$ cat src/rtl/cpu_pkg.sv
// Shared CPU definitions: datapath widths, fetch FSM encoding, NOP word.
package cpu_pkg;

  localparam int unsigned ADDR_W = 6;
  localparam int unsigned INST_W = 32;

  localparam logic [31:0] NOP = 32'h0000_0000;

  typedef enum logic [1:0] {
    S_BOOT = 2'd0,
    S_RUN  = 2'd1,
    S_HALT = 2'd2
  } fetch_state_e;

endpackage

$ cat src/rtl/inst_fetch_unit_sat_counter.sv
// Saturating up-counter with enable and synchronous active-low clear.
module sat_counter #(
  parameter int unsigned CNT_W = 16
) (
  input  logic             clk,
  input  logic             clr_n,
  input  logic             en,
  output logic [CNT_W-1:0] cnt
);

  logic [CNT_W-1:0] cnt_q;
  logic [CNT_W-1:0] cnt_d;

  // Next count: clear wins, otherwise increment until all-ones and stick there.
  always_comb begin
    cnt_d = cnt_q;
    if (!clr_n) begin
      cnt_d = '0;
    end else if (en && (cnt_q != '1)) begin
      cnt_d = cnt_q + CNT_W'(1);
    end
  end

  // Count register.
  always_ff @(posedge clk) begin
    cnt_q <= cnt_d;
  end

  assign cnt = cnt_q;

endmodule

$ cat src/rtl/inst_fetch_unit.sv
// Instruction fetch stage: PC, ROM address, instruction register with
// stall / redirect / halt control and a saturating fetch counter.
module inst_fetch_unit
  import cpu_pkg::*;
#(
  parameter int unsigned ADDR_W = cpu_pkg::ADDR_W,
  parameter int unsigned INST_W = cpu_pkg::INST_W,
  parameter int unsigned CNT_W  = 16
) (
  input  logic              clk,
  input  logic              rst_n,
  input  logic              stall,
  input  logic              redirect_valid,
  input  logic [ADDR_W-1:0] redirect_addr,
  input  logic              halt_req,
  output logic [ADDR_W-1:0] inst_addr,
  input  logic [INST_W-1:0] inst_code,
  output logic [INST_W-1:0] if_inst,
  output logic [ADDR_W-1:0] if_pc,
  output logic              if_valid,
  output logic              halted,
  output logic [CNT_W-1:0]  fetch_cnt
);

  fetch_state_e      state_q, state_d;
  logic [ADDR_W-1:0] pc_q, pc_d;
  logic [INST_W-1:0] if_inst_q, if_inst_d;
  logic [ADDR_W-1:0] if_pc_q, if_pc_d;
  logic              if_valid_q, if_valid_d;
  logic              advance;

  // FSM state register.
  always_ff @(posedge clk) begin
    if (!rst_n) begin
      state_q <= S_BOOT;
    end else begin
      state_q <= state_d;
    end
  end

  // FSM next-state: boot lasts one cycle; halt is left only via redirect.
  always_comb begin
    state_d = state_q;
    unique case (state_q)
      S_BOOT: state_d = S_RUN;
      S_RUN:  if (!redirect_valid && halt_req) state_d = S_HALT;
      S_HALT: if (redirect_valid) state_d = S_RUN;
      default: state_d = S_BOOT;
    endcase
  end

  // FSM outputs / datapath next values; priority redirect > halt > stall > advance.
  always_comb begin
    pc_d       = pc_q;
    if_inst_d  = if_inst_q;
    if_pc_d    = if_pc_q;
    if_valid_d = if_valid_q;
    advance    = 1'b0;
    unique case (state_q)
      S_RUN: begin
        if (redirect_valid) begin
          pc_d       = redirect_addr;
          if_valid_d = 1'b0;
        end else if (halt_req) begin
          if_valid_d = 1'b0;
        end else if (!stall) begin
          advance    = 1'b1;
          if_inst_d  = inst_code;
          if_pc_d    = pc_q;
          if_valid_d = 1'b1;
          pc_d       = pc_q + ADDR_W'(1);
        end
      end
      S_HALT: begin
        if_valid_d = 1'b0;
        if (redirect_valid) pc_d = redirect_addr;
      end
      default: begin
        if_valid_d = 1'b0;
      end
    endcase
  end

  // Datapath registers.
  always_ff @(posedge clk) begin
    if (!rst_n) begin
      pc_q       <= '0;
      if_inst_q  <= INST_W'(NOP);
      if_pc_q    <= '0;
      if_valid_q <= 1'b0;
    end else begin
      pc_q       <= pc_d;
      if_inst_q  <= if_inst_d;
      if_pc_q    <= if_pc_d;
      if_valid_q <= if_valid_d;
    end
  end

  // Counter clear is the block reset so it tracks the other state exactly.
  sat_counter #(
    .CNT_W(CNT_W)
  ) u_fetch_cnt (
    .clk  (clk),
    .clr_n(rst_n),
    .en   (advance),
    .cnt  (fetch_cnt)
  );

  assign inst_addr = pc_q;
  assign if_inst   = if_inst_q;
  assign if_pc     = if_pc_q;
  assign if_valid  = if_valid_q;
  assign halted    = (state_q == S_HALT);

endmodule
$ cat config.mk
export PLATFORM = sky130hd
export DESIGN_NAME = inst_fetch_unit
export DESIGN_NICKNAME = d
export VERILOG_FILES = /design/src/rtl/cpu_pkg.sv /design/src/rtl/inst_fetch_unit_sat_counter.sv /design/src/rtl/inst_fetch_unit.sv
export SDC_FILE = /design/constraint.sdc
export NUM_CORES = 1
export LEC_CHECK = 0
export ABC_CLOCK_PERIOD_IN_PS = 1580
export BUFFER_PORTS_ARGS = -buffer_cell sky130_fd_sc_hd__buf_2
export CORE_AREA = 5 5 87 121
export DETAILED_ROUTE_END_ITERATION = 10
export DIE_AREA = 0 0 92 126
export SYNTH_ARGS = -nofsm -noshare
export SYNTH_HDL_FRONTEND = slang
export SYNTH_SLANG_ARGS = --single-unit
$ cat constraint.sdc
create_clock -name clk -period 1.58 [get_ports clk]
set_input_delay 0.316 -clock clk [delete_from_list [all_inputs] [get_ports clk]]
set_output_delay 0.316 -clock clk [all_outputs]
set_load 0.01 [all_outputs]
Word level (Yosys, flattened, before mapping) --
Index checks and enable logic that the tools add are counted.
Storage, ports and cells: bits of input ports 43, memory bits (read-only) 0, bits in latches 0, logic and storage cells 41, memories kept 0, bits in registers 63, memory bits (writable) 0
Operators by class: equal/unequal tests 7, reduce and logical (&&, ||, !) cells 9, $mul 0, add/subtract/negate cells 2, divide/modulo/power cells 0, shift-type cells 0, magnitude comparators 0, bitwise gates (word level) 5, mux-type cells 12
Operator list (number):
- $mux 6 | 4
- $add 16x1->16 const B | 1
- $ne 16x16->1 const B | 1
- $pmux 6 s2 | 1
- $reduce_and 4->1 | 2
- $add 6x1->6 const B | 1
- $ne 3x3->1 const B | 2
- $pmux 2 s3 | 1
- $not 1->1 | 5
- $mux 1 | 4
- $mux 2 | 2
- $ne 2x2->1 const B | 2
- $reduce_or 4->1 | 1
- $eq 2x1->1 const B | 1
- $eq 2x2->1 const B | 1
- $logic_and 1x1->1 | 2
- $logic_not 2->1 | 1
- $reduce_and 2->1 | 1
- $reduce_bool 2->1 | 1
- $logic_not 1->1 | 1

Logic depth before layout (Yosys ltp) --
Gate-level depths: netlist of the first run.
word-level depth 5, mapped depth 7, mapped depth without buffers 5

Modules after synthesis --
From an unflattened synthesis of the first run, not the netlist that was laid out.
Second synthesis, totals: cell total of the unflattened synthesis 325, area total of the unflattened synthesis 2665.1 sq um
By module, submodules not included:
- inst_fetch_unit | area an instance 1828.0 sq um, instances 1, cells each 228, seq. area each 940.9 sq um
- sat_counter | area an instance 837.1 sq um, instances 1, cells each 97, seq. area each 320.3 sq um

Worst setup path after synthesis of the first run --
No wires, ideal clock.
path type reg-to-reg, from register u_fetch_cnt.cnt_q[0] (netlist: u_fetch_cnt.cnt[0]), to register u_fetch_cnt.cnt_q[14] (netlist: u_fetch_cnt.cnt[14]), stages on the path, launching flop included 6, arrival time 1.618 ns, buffers on the path 0, required time 1.510 ns, clock period less this slack 1.689 ns, setup slack -0.109 ns, cells stage by stage dfxtp_1 -> ha_1 -> and3_1 -> nand4b_2 -> or4_1 -> a21oi_1
On the way: longest elaborated chain between the ends 2, elaborated cells between the ends (all ways) 3, those cells by class add/sub (1); eq/ne (1); reduce/logical (1)
Ends and longest elaborated chain:
- start, declared | line inst_fetch_unit_sat_counter.sv:11 | logic [CNT_W-1:0] cnt_q;
- start signal, assigned | line inst_fetch_unit_sat_counter.sv:26 | cnt_q <= cnt_d;
- branches (longest 2 deep; another with $add 16x1->16)
Parallel ways; which one is timed is not known. A chain may end at the register's enable or synchronous reset.

Final worst setup path of the first run --
from register state_q[1], to register u_fetch_cnt.cnt_q[14] (netlist: u_fetch_cnt.cnt[14])
On the way: longest elaborated chain between the ends 3
Ends and longest elaborated chain:
- start, declared | line inst_fetch_unit.sv:25 | fetch_state_e state_q, state_d;
- start signal, assigned | line inst_fetch_unit.sv:37 | state_q <= state_d;
- $eq 2x1->1 | line inst_fetch_unit.sv:59 | unique case (state_q)
- $mux 1 | line inst_fetch_unit.sv:59
- $logic_and 1x1->1 | line inst_fetch_unit_sat_counter.sv:19 | end else if (en && (cnt_q != '1)) begin
Every way passes these cells.

==> results of run 1 <==
## sequential cells by signal, summed over array words and instances (netlist names)
register	cells
u_fetch_cnt.cnt	16
inst_addr	6
if_inst	32
if_valid	1
state_q	2
if_pc	6
## routing by layer
layer  track usage  vias up  part of all wire
met5             0        -            0.0021
met4        0.0534        2             0.012
li1              -     1424                 -
met3        0.0489        8             0.057
met1         0.144     1286              0.42
met2         0.234       67              0.51
## kinds of logic (layout without fill, tap and decap cells)
group,Yosys count,in the layout
adder cells (fa/ha/maj),2,2
multiplexers,12,12
buffers and inverters,29,174
flip-flops,63,63
AO/OA/AOI/OAI,77,77
AND/OR/NAND/NOR,145,145
## how the worst min path moves through the flow
stage                             end  slack, ns
after floorplan              if_valid       0.39
after global placement    if_inst[18]       0.44
after detailed placement  if_inst[14]       0.44
after CTS                 if_inst[11]       0.21
after global routing       if_inst[0]       0.22
final                      if_inst[4]       0.23
## Yosys cell counts, types with 2 or more instances
| master | count | area (µm²) |
|---|---|---|
| nand2_1 | 97 | 364 |
| dfxtp_1 | 63 | 1260 |
| a21oi_1 | 48 | 240 |
| clkbuf_1 | 14 | 52.6 |
| mux2i_1 | 11 | 110 |
| nand3_1 | 10 | 50.1 |
| nand2b_1 | 8 | 50.1 |
| inv_1 | 7 | 26.3 |
| a211oi_1 | 5 | 37.5 |
| buf_2 | 5 | 25.0 |
| o31ai_1 | 5 | 37.5 |
| o221a_2 | 4 | 45.0 |
| or4_1 | 4 | 30.0 |
| and3_1 | 3 | 18.8 |
| nor2_1 | 3 | 11.3 |
| nor2b_1 | 3 | 18.8 |
| nor3_1 | 3 | 15.0 |
| a31oi_1 | 2 | 12.5 |
| a32oi_1 | 2 | 17.5 |
| and4_1 | 2 | 17.5 |
| ha_1 | 2 | 25.0 |
| nand4_1 | 2 | 12.5 |
| nor4_1 | 2 | 12.5 |
| o21ai_0 | 2 | 10.0 |
| o21bai_1 | 2 | 15.0 |
## final cells by class
| class | count | area [µm²] | share of cell area |
|---|---|---|---|
| inverters | 9 | 33.8 | 0.00839 |
| clock inverters | 4 | 70.1 | 0.0174 |
| repair buffers | 149 | 883 | 0.219 |
| flip-flops and latches | 63 | 1270 | 0.314 |
| multi-input cells | 236 | 1400 | 0.347 |
| clock buffers | 12 | 236 | 0.0587 |
| well taps | 110 | 138 | 0.0342 |
## layout by cell type, fill, tap and decap left out, types with 2 or more instances in the layout
| cell type | count |
|---|---|
| a211oi_1 | 4 |
| a21oi_1 | 47 |
| a31oi_1 | 2 |
| a32oi_1 | 2 |
| and3_1 | 2 |
| and4_1 | 2 |
| buf_12 | 2 |
| buf_2 | 104 |
| buf_4 | 43 |
| bufinv_16 | 2 |
| clkbuf_1 | 3 |
| clkbuf_16 | 9 |
| clkinv_2 | 2 |
| dfxtp_1 | 59 |
| dfxtp_2 | 4 |
| inv_1 | 7 |
| mux2i_1 | 11 |
| nand2_1 | 97 |
| nand2b_1 | 8 |
| nand3_1 | 8 |
| nand3_2 | 2 |
| nand4_1 | 2 |
| nor2_1 | 3 |
| nor2b_1 | 2 |
| nor3_1 | 3 |
| o21bai_1 | 2 |
| o221a_2 | 4 |
| o31ai_1 | 5 |
| or4_1 | 3 |
## where the power goes
group / internal, mW / switching [mW] / total (mW)
Combinational: 0.138 / 0.153 / 0.292
Clock: 1.38 / 0.664 / 2.04
Sequential: 1.62 / 0.0288 / 1.65
Total: 3.14 / 0.846 / 3.98
## through the flow
step | TNS, ns | total power, mW | util | area (µm²) | hold WS [ns]
6_report | 0 | 3.98 | 0.430 | 4030 | 0.234
5_1_grt | -0.303 | 4.16 | 0.430 | 4030 | 0.221
3_3_place_gp | -0.974 | 1.97 | 0.391 | 3660 | 0.439
4_1_cts | -0.00781 | 4.06 | 0.426 | 3980 | 0.214
2_1_floorplan | -0.0225 | 1.83 | - | 2720 | 0.395
3_5_place_dp | -1.45 | 1.98 | 0.391 | 3660 | 0.444
## worst max-delay path, cell delays in order, from the launching register on
cell,delay [ns]
dfxtp_2,0.33
nor4b_4,0.22
buf_4,0.18
nand4b_4,0.11
or4_4,0.55
a21oi_2,0.12
## what timing repair did
action | 4_1_cts | 5_1_grt
buffers inserted | 0 | 1
pin swaps | 4 | 2
setup endpoints to repair | 16 | 14
gates resized for setup | 5 | 9
==> run summary, run 1 <==
Fin nets: 513
Io pins: 105
FP Rows: 42
GP Congestion: 0.765
GRT overflow: 0
Setup slack after layout: 0.00792 ns
Leak: 1.80 nW
Largest family of logic cells by synthesized area: simple AND/OR/NAND/NOR gates
Critical R2R Launch: state_q[1]
Fin crit share: 0.995
Slew HR: 0.757
First-pass GRT wire length: 12400 µm
CP Max Fanout: 4
Main synth FF type: dfxtp_1
Synth-to-Final Area Change: 49.5%
DRT Pass-1 Iters: 4
Crit path to: u_fetch_cnt.cnt[14]
Fmax: 636 MHz
Port bufs: 104
Critical path arrival: 1.83 ns
Initial core utilization: 0.288
Synth Area in Adders: 0.00929
Largest net degree at the start of global routing: 39
Number of fillers in the final layout: 970
Post-synthesis compound-gate area fraction: 0.177
Final hold violations: 0
Crit. End Element: flop
Gr usage total: 0.133
Hold Path Depth: 3
Peak supply drop: 0.537 mV
Vias per cell: 4.78
H-tree lvl count: 3
# DRC: 0
Clk Latency, worst-skew pair: 0.32 ns
Outcome: finished, final reports clean
Pwr dens: 990 nW/µm²
Initial antenna violation count: 1
Hold path start: inst_code[4]
Cell Area, Synth: 2690 µm²
Synth Register Bits: 63
Mapped Cells: 328
Detailed Place HPWL: 5810 µm
TritonCTS clock tree: built
CTS root buffer: clkbuf_16
Drt initial violations: 75
Die Height: 126 µm
Die span in x: 92 µm
R2R Path End: u_fetch_cnt.cnt[14]
Longest Clk Path Bufs: 2
Ant. Diodes: 0
Vias: 2787
Max-cap violations: 0
Number of instances in the placed design: 568
Sequential element share of the synthesized area: 0.468
Layout cells sized above 1: 0.395
RSZ-0062 raised after global routing: true
Synth Area in XOR/XNOR: 0
Post-synth EDFFs: 0
Avg WL per Cell: 13.3 µm
CORE AREA: 9350 µm²
Fin. max-slew vios: 0
Clk sinks: 63
FFs w/ async S/R, synth: 0
Simple-Gate Fraction of Synth Area: 0.257
Post-Layout Cell Count: 583
Hold buffers post-CTS: 0
Post-synthesis mux area share: 0.0451
Reg2Reg Setup Slack: 0.008 ns
Worst reg-to-reg path cell count: 5
CTS clk-pin slew, worst paths: 0.05 ns
Post-route ant nets: 0
Clock skew: 0.00831 ns
Worst Tran Pin Value: 0.364 ns
Final setup violation count: 0
Yosys cell types: 44
Worst min-delay path class: input port to flop
Syn. warnings: 0
WL final: 7760 µm
CP Class: flop to flop
Syn nets: 373
Die Footprint: 11600 µm²
Worst Setup Start Kind: flop
Vias in the first global route: 2707
Setup crit start: state_q[1]
Req. time, crit path: 1.84 ns
CTS Buf Count: 9
Avg Cell Area, Syn: 8.21 µm²
DP Worst Slack: -0.149 ns
Min Tclk post-route: 1.57 ns
(Power assumes the default switching activity.)
==> run 2: changes to the inputs <==
--- a/config.mk
+++ b/config.mk
@@ -7,9 +7,13 @@
 export LEC_CHECK = 0
 export ABC_CLOCK_PERIOD_IN_PS = 1580
 export BUFFER_PORTS_ARGS = -buffer_cell sky130_fd_sc_hd__buf_2
-export CORE_AREA = 5 5 87 121
+export CELL_PAD_IN_SITES_DETAIL_PLACEMENT = 1
+export CELL_PAD_IN_SITES_GLOBAL_PLACEMENT = 2
+export CORE_AREA = 5 5 96 134
+export CTS_CLUSTER_DIAMETER = 120
 export DETAILED_ROUTE_END_ITERATION = 10
-export DIE_AREA = 0 0 92 126
+export DIE_AREA = 0 0 101 139
+export PLACE_DENSITY_LB_ADDON = 0.1
 export SYNTH_ARGS = -nofsm -noshare
 export SYNTH_HDL_FRONTEND = slang
 export SYNTH_SLANG_ARGS = --single-unit
==> run summary, run 2 (same netlist as run 1, synthesis figures left out) <==
Outcome: finished, final reports clean
Sw Ratio: 0.215
Hold Path End: if_inst[22]
# DRC: 0
Vias in the first global route: 3128
Most common cell after layout, fill and taps aside: buf_2
Number of instances in the placed design: 606
GRT overflow: 0
CTS clk-pin slew, worst paths: 0.05 ns
Internal power: 3.28 mW
Critical R2R Launch: state_q[1]
WHS: 0.228 ns
Io pins: 105
CTS Buf Count: 9
Final setup violation count: 0
Most frequent cells in the layout: buf_2 (104), nand2_1 (97), dfxtp_1 (57)
Req. time, crit path: 1.83 ns
Sequential Power Share: 0.394
R2R Path End: u_fetch_cnt.cnt[14]
WL final: 9480 µm
Longest Clk Path Bufs: 2
Leak: 1.82 nW
CTS root buffer: clkbuf_16
Vias per cell: 4.53
Clock share of power: 0.527
Drt initial violations: 56
Min Tclk post-route: 1.55 ns
NetSw: 0.899 mW
H-tree lvl count: 3
Vias: 2820
CP Class: flop to flop
Die Height: 139 µm
Crit. End Element: flop
Detailed Place HPWL: 7090 µm
Placement Cell Area: 3710 µm²
Pwr dens: 998 nW/µm²
Fin. max-slew vios: 0
Largest net degree at the start of global routing: 39
Clk Latency, worst-skew pair: 0.33 ns
FP Rows: 47
Fin area: 4190 µm²
Gr usage total: 0.139
Avg WL per Cell: 15.2 µm
Clock skew: 0.00577 ns
Initial core utilization: 0.233
Worst min-delay path class: input port to flop
GP Congestion: 0.767
Worst Tran Pin Value: 0.413 ns
CORE AREA: 11600 µm²
Reg2Reg Setup Slack: 0.03 ns
Fin crit share: 0.981
Final setup TNS: 0 ns
Die span in x: 101 µm
DP Worst Slack: -0.203 ns
RSZ-0062 raised after global routing: true
Peak supply drop: 0.557 mV
Critical path arrival: 1.81 ns
Synth-to-Final Area Change: 55.4%
Setup slack after layout: 0.0295 ns
Clk sinks: 63
Final hold violations: 0
Largest register FFs: 32
Hold buffers post-CTS: 0
Worst reg-to-reg path cell count: 5
Worst Setup Start Kind: flop
Post-Layout Cell Count: 623
CP cell instances: nor4b_4 -> buf_6 -> nand4b_4 -> or4_4 -> a21oi_2
Max-cap violations: 0
Post-route ant nets: 0
Hold path start: inst_code[22]
Largest stage delay, worst path: 0.49 ns
TritonCTS clock tree: built
First-pass GRT wire length: 15700 µm
Ant. Diodes: 0
Slew HR: 0.724
Layout cells sized above 1: 0.431
Die Footprint: 14000 µm²
Power share of the combinational group: 0.079
CP Max Fanout: 4
DRT Pass-1 Iters: 4
Fin nets: 517
Fmax: 645 MHz
Initial antenna violation count: 0
Hold Path Depth: 3
Crit-path slowest cell: or4_4
Port bufs: 104
## run 2: cell types whose count changed in the layout (fill, tap and decap cells not counted), moves of 2 or more
cell	change
buf_4	+3
clkbuf_1	-3
clkbuf_8	+3
dfxtp_1	-2
nor4_2	+2
o31ai_1	-3
o31ai_2	+3
## run 2: how the worst max path moves through the flow
stage,from,end,slack (ns),depth (start not counted)
5_1_grt,state_q[1],u_fetch_cnt.cnt[12],-0.05,5
4_1_cts,state_q[1],u_fetch_cnt.cnt[14],-0.02,5
6_report,state_q[1],u_fetch_cnt.cnt[14],0.03,5
3_3_place_gp,halt_req,u_fetch_cnt.cnt[13],-0.16,6
3_5_place_dp,halt_req,u_fetch_cnt.cnt[15],-0.20,6
2_1_floorplan,halt_req,u_fetch_cnt.cnt[14],-0.01,4
## run 2: final cells by class
type                            count  area, µm²
Fill cell                        1430       7400
Clock inverter                      3       65.1
Multi-Input combinational cell    236       1450
Sequential cell                    63       1270
Tap cell                          147        184
Inverter                            9       33.8
Clock buffer                       12        267
Timing Repair Buffer              153        917
## run 2: per-layer routing
metal  up-vias  share of wire  track usage
met5         -              0            0
met4         0          0.016       0.0483
met3         8          0.051       0.0277
met2        71           0.54        0.262
met1      1316           0.39        0.149
li1       1425              -            -
## run 2: timing repair
item | 4_1_cts | 5_1_grt
pin swaps | 3 | 3
buffers inserted | 2 | 0
gates cloned | 0 | 0
gates resized for setup | 10 | 18
endpoints found under the setup margin | 14 | 18
## run 2: per-stage QoR
stage,power [mW],util
after global placement,2.01,0.321
after global routing,4.36,0.361
after detailed placement,2.01,0.321
final,4.18,0.361
after floorplan,1.83,-
after CTS,4.27,0.355
## run 2: worst max-delay path, delay by kind of cell, from the launching register on
| kind | cells | cell delay [ns] |
|---|---|---|
| compound gates | 1 | 0.13 |
| buf+inv | 1 | 0.17 |
| flops | 1 | 0.33 |
| simple gates | 3 | 0.85 |
## run 2: power groups by stage
stage	clock network (mW)	logic (mW)	registers, mW
2_1_floorplan	0	0.128	1.70
3_3_place_gp	0	0.323	1.68
3_5_place_dp	0	0.327	1.68
4_1_cts	2.28	0.337	1.65
5_1_grt	2.34	0.370	1.65
6_report	2.20	0.330	1.65
==> run 3: changes to the inputs <==
--- a/config.mk
+++ b/config.mk
@@ -5,15 +5,17 @@
 export SDC_FILE = /design/constraint.sdc
 export NUM_CORES = 1
 export LEC_CHECK = 0
+export ABC_AREA = 1
 export ABC_CLOCK_PERIOD_IN_PS = 1580
 export BUFFER_PORTS_ARGS = -buffer_cell sky130_fd_sc_hd__buf_2
 export CELL_PAD_IN_SITES_DETAIL_PLACEMENT = 1
 export CELL_PAD_IN_SITES_GLOBAL_PLACEMENT = 2
-export CORE_AREA = 5 5 96 134
+export CORE_AREA = 5 5 118 120
 export CTS_CLUSTER_DIAMETER = 120
 export DETAILED_ROUTE_END_ITERATION = 10
-export DIE_AREA = 0 0 101 139
+export DIE_AREA = 0 0 123 125
 export PLACE_DENSITY_LB_ADDON = 0.1
+export SLEW_MARGIN = 20
 export SYNTH_ARGS = -nofsm -noshare
 export SYNTH_HDL_FRONTEND = slang
 export SYNTH_SLANG_ARGS = --single-unit
==> run summary, run 3 <==
Outcome: finished, final reports clean
Synth area leader: dfxtp_1
Clk sinks: 63
Avg Cell Area, Syn: 7.24 µm²
Vias in the first global route: 3023
Critical path arrival: 1.15 ns
Synth-to-Final Area Change: 44.2%
Die Height: 125 µm
Detailed Place HPWL: 6870 µm
Largest cells by area after synthesis: dfxtp_1 (44%), nor2_1 (13%), nand2_1 (8.9%)
FP Rows: 42
Syn. warnings: 0
Multi-input logic area: 1410 µm²
Port bufs: 104
Clk Latency, worst-skew pair: 0.33 ns
Hold buffers post-CTS: 0
Vias: 2963
Setup crit start: state_q[1]
Main synth FF type: dfxtp_1
RSZ-0062 raised after global routing: false
Worst min-delay path class: input port to flop
Ant. Diodes: 0
Final hold violations: 0
DRT Pass-1 Iters: 4
Die Footprint: 15400 µm²
Gr usage total: 0.128
Most common cell in the synthesized netlist: nor2_1
Worst Setup Start Kind: flop
Yosys cell types: 28
Req. time, crit path: 1.26 ns
Pwr dens: 1010 nW/µm²
DP Worst Slack: 0.0172 ns
Most common cell after layout, fill and taps aside: buf_2
Fin crit share: 0.931
TritonCTS clock tree: built
Mapped Cells: 392
CP Max Fanout: 3
Fin area: 4100 µm²
Sequential element share of the synthesized area: 0.444
FFs w/ async S/R, synth: 0
Setup slack after layout: 0.110 ns
Final setup TNS: 0 ns
Fmax: 680 MHz
Longest Clk Path Bufs: 2
CTS clk-pin slew, worst paths: 0.06 ns
Worst reg-to-reg path cell count: 8
Post-synth EDFFs: 0
Largest net degree at the start of global routing: 48
Critical R2R Launch: state_q[0]
Leak: 1.96 nW
Peak supply drop: 0.513 mV
First-pass GRT wire length: 15400 µm
Synth Register Bits: 63
Worst Tran Pin Value: 0.296 ns
Hold Path Depth: 3
Io pins: 105
Cell Area, Synth: 2840 µm²
Syn nets: 437
Largest register FFs: 32
Slew HR: 0.802
Layout cells sized above 1: 0.338
CORE AREA: 12900 µm²
Number of fillers in the final layout: 1587
Synth top area share: 0.444
Drt initial violations: 78
Commonest cells post-synth: nor2_1 (95), nand2_1 (67), dfxtp_1 (63)
WL final: 9650 µm
CP Class: flop to output port
Fin nets: 565
Vias per cell: 4.23
GP Congestion: 0.751
Clock skew: 0.00536 ns
Number of instances in the placed design: 681
H-tree lvl count: 3
CTS root buffer: clkbuf_16
CTS Buf Count: 9
Most frequent cells in the layout: buf_2 (104), nor2_1 (94), nand2_1 (65)
GRT overflow: 0
Hold path start: inst_code[1]
Min Tclk post-route: 1.47 ns
Die span in x: 123 µm
Sequential Area: 1260 µm²
Placement Cell Area: 3730 µm²
Avg WL per Cell: 13.8 µm
Final setup violation count: 0
Fin. max-slew vios: 0
Max-cap violations: 0
# DRC: 0
Initial core utilization: 0.221
Post-route ant nets: 0
Post-Layout Cell Count: 700
Crit. End Element: output port
Initial antenna violation count: 0
-- run 3: metal layers --
| layer | up-vias | track usage | part of all wire |
|---|---|---|---|
| met5 | - | 0 | 0 |
| met4 | 0 | 0.0371 | 0.011 |
| met3 | 7 | 0.0668 | 0.095 |
| met2 | 80 | 0.194 | 0.45 |
| met1 | 1356 | 0.158 | 0.44 |
| li1 | 1520 | - | - |
-- run 3: layout make-up --
cell class,instances,share of cell area
Multi-Input combinational cell,286,0.345
Tap cell,176,0.0538
Timing Repair Buffer,132,0.190
Clock inverter,3,0.0165
Inverter,28,0.0263
Sequential cell,63,0.308
Clock buffer,12,0.0602
-- run 3: repair_timing --
item,4_1_cts,5_1_grt
resized for setup,0,7
setup endpoints to repair,0,15
setup buffers,0,3
hold endpoints to repair,0,0
-- run 3: cells by family (layout without fill, tap and decap cells) --
family                   count (synthesis)  after routing  synth area share
flip-flops                              63             63             0.444
adder cells (fa/ha/maj)                  2              2           0.00881
XOR/XNOR                                 6              6            0.0185
AO/OA/AOI/OAI                           76             76             0.152
AND/OR/NAND/NOR                        201            202             0.310
buffers and inverters                   44            175            0.0665
-- run 3: metrics by stage --
step	utilization	power, mW	hold slack (ns)
6_report	0.318	4.15	0.202
5_1_grt	0.318	4.34	0.201
4_1_cts	0.314	4.24	0.186
3_5_place_dp	0.289	2.04	0.458
3_3_place_gp	0.289	2.03	0.448
2_1_floorplan	-	1.86	0.415
-- run 3: path summary, 6_finish.rpt --
check | end | slack (ns)
max | halted | 0.11
min | if_inst[1] | 0.20
max reg2reg | u_fetch_cnt.cnt[4] | 0.11
min reg2reg | if_valid | 0.45
-- run 3: worst max-delay path: stages, from the launching register on --
cell	delay [ns]
dfxtp_1	0.39
inv_1	0.05
nor2_1	0.13
buf_4	0.13
buf_2	0.12
-- run 3: power by group --
group | internal [mW] | switching, mW
Combinational | 0.138 | 0.191
Sequential | 1.64 | 0.0337
Clock | 1.42 | 0.728
Total | 3.19 | 0.953
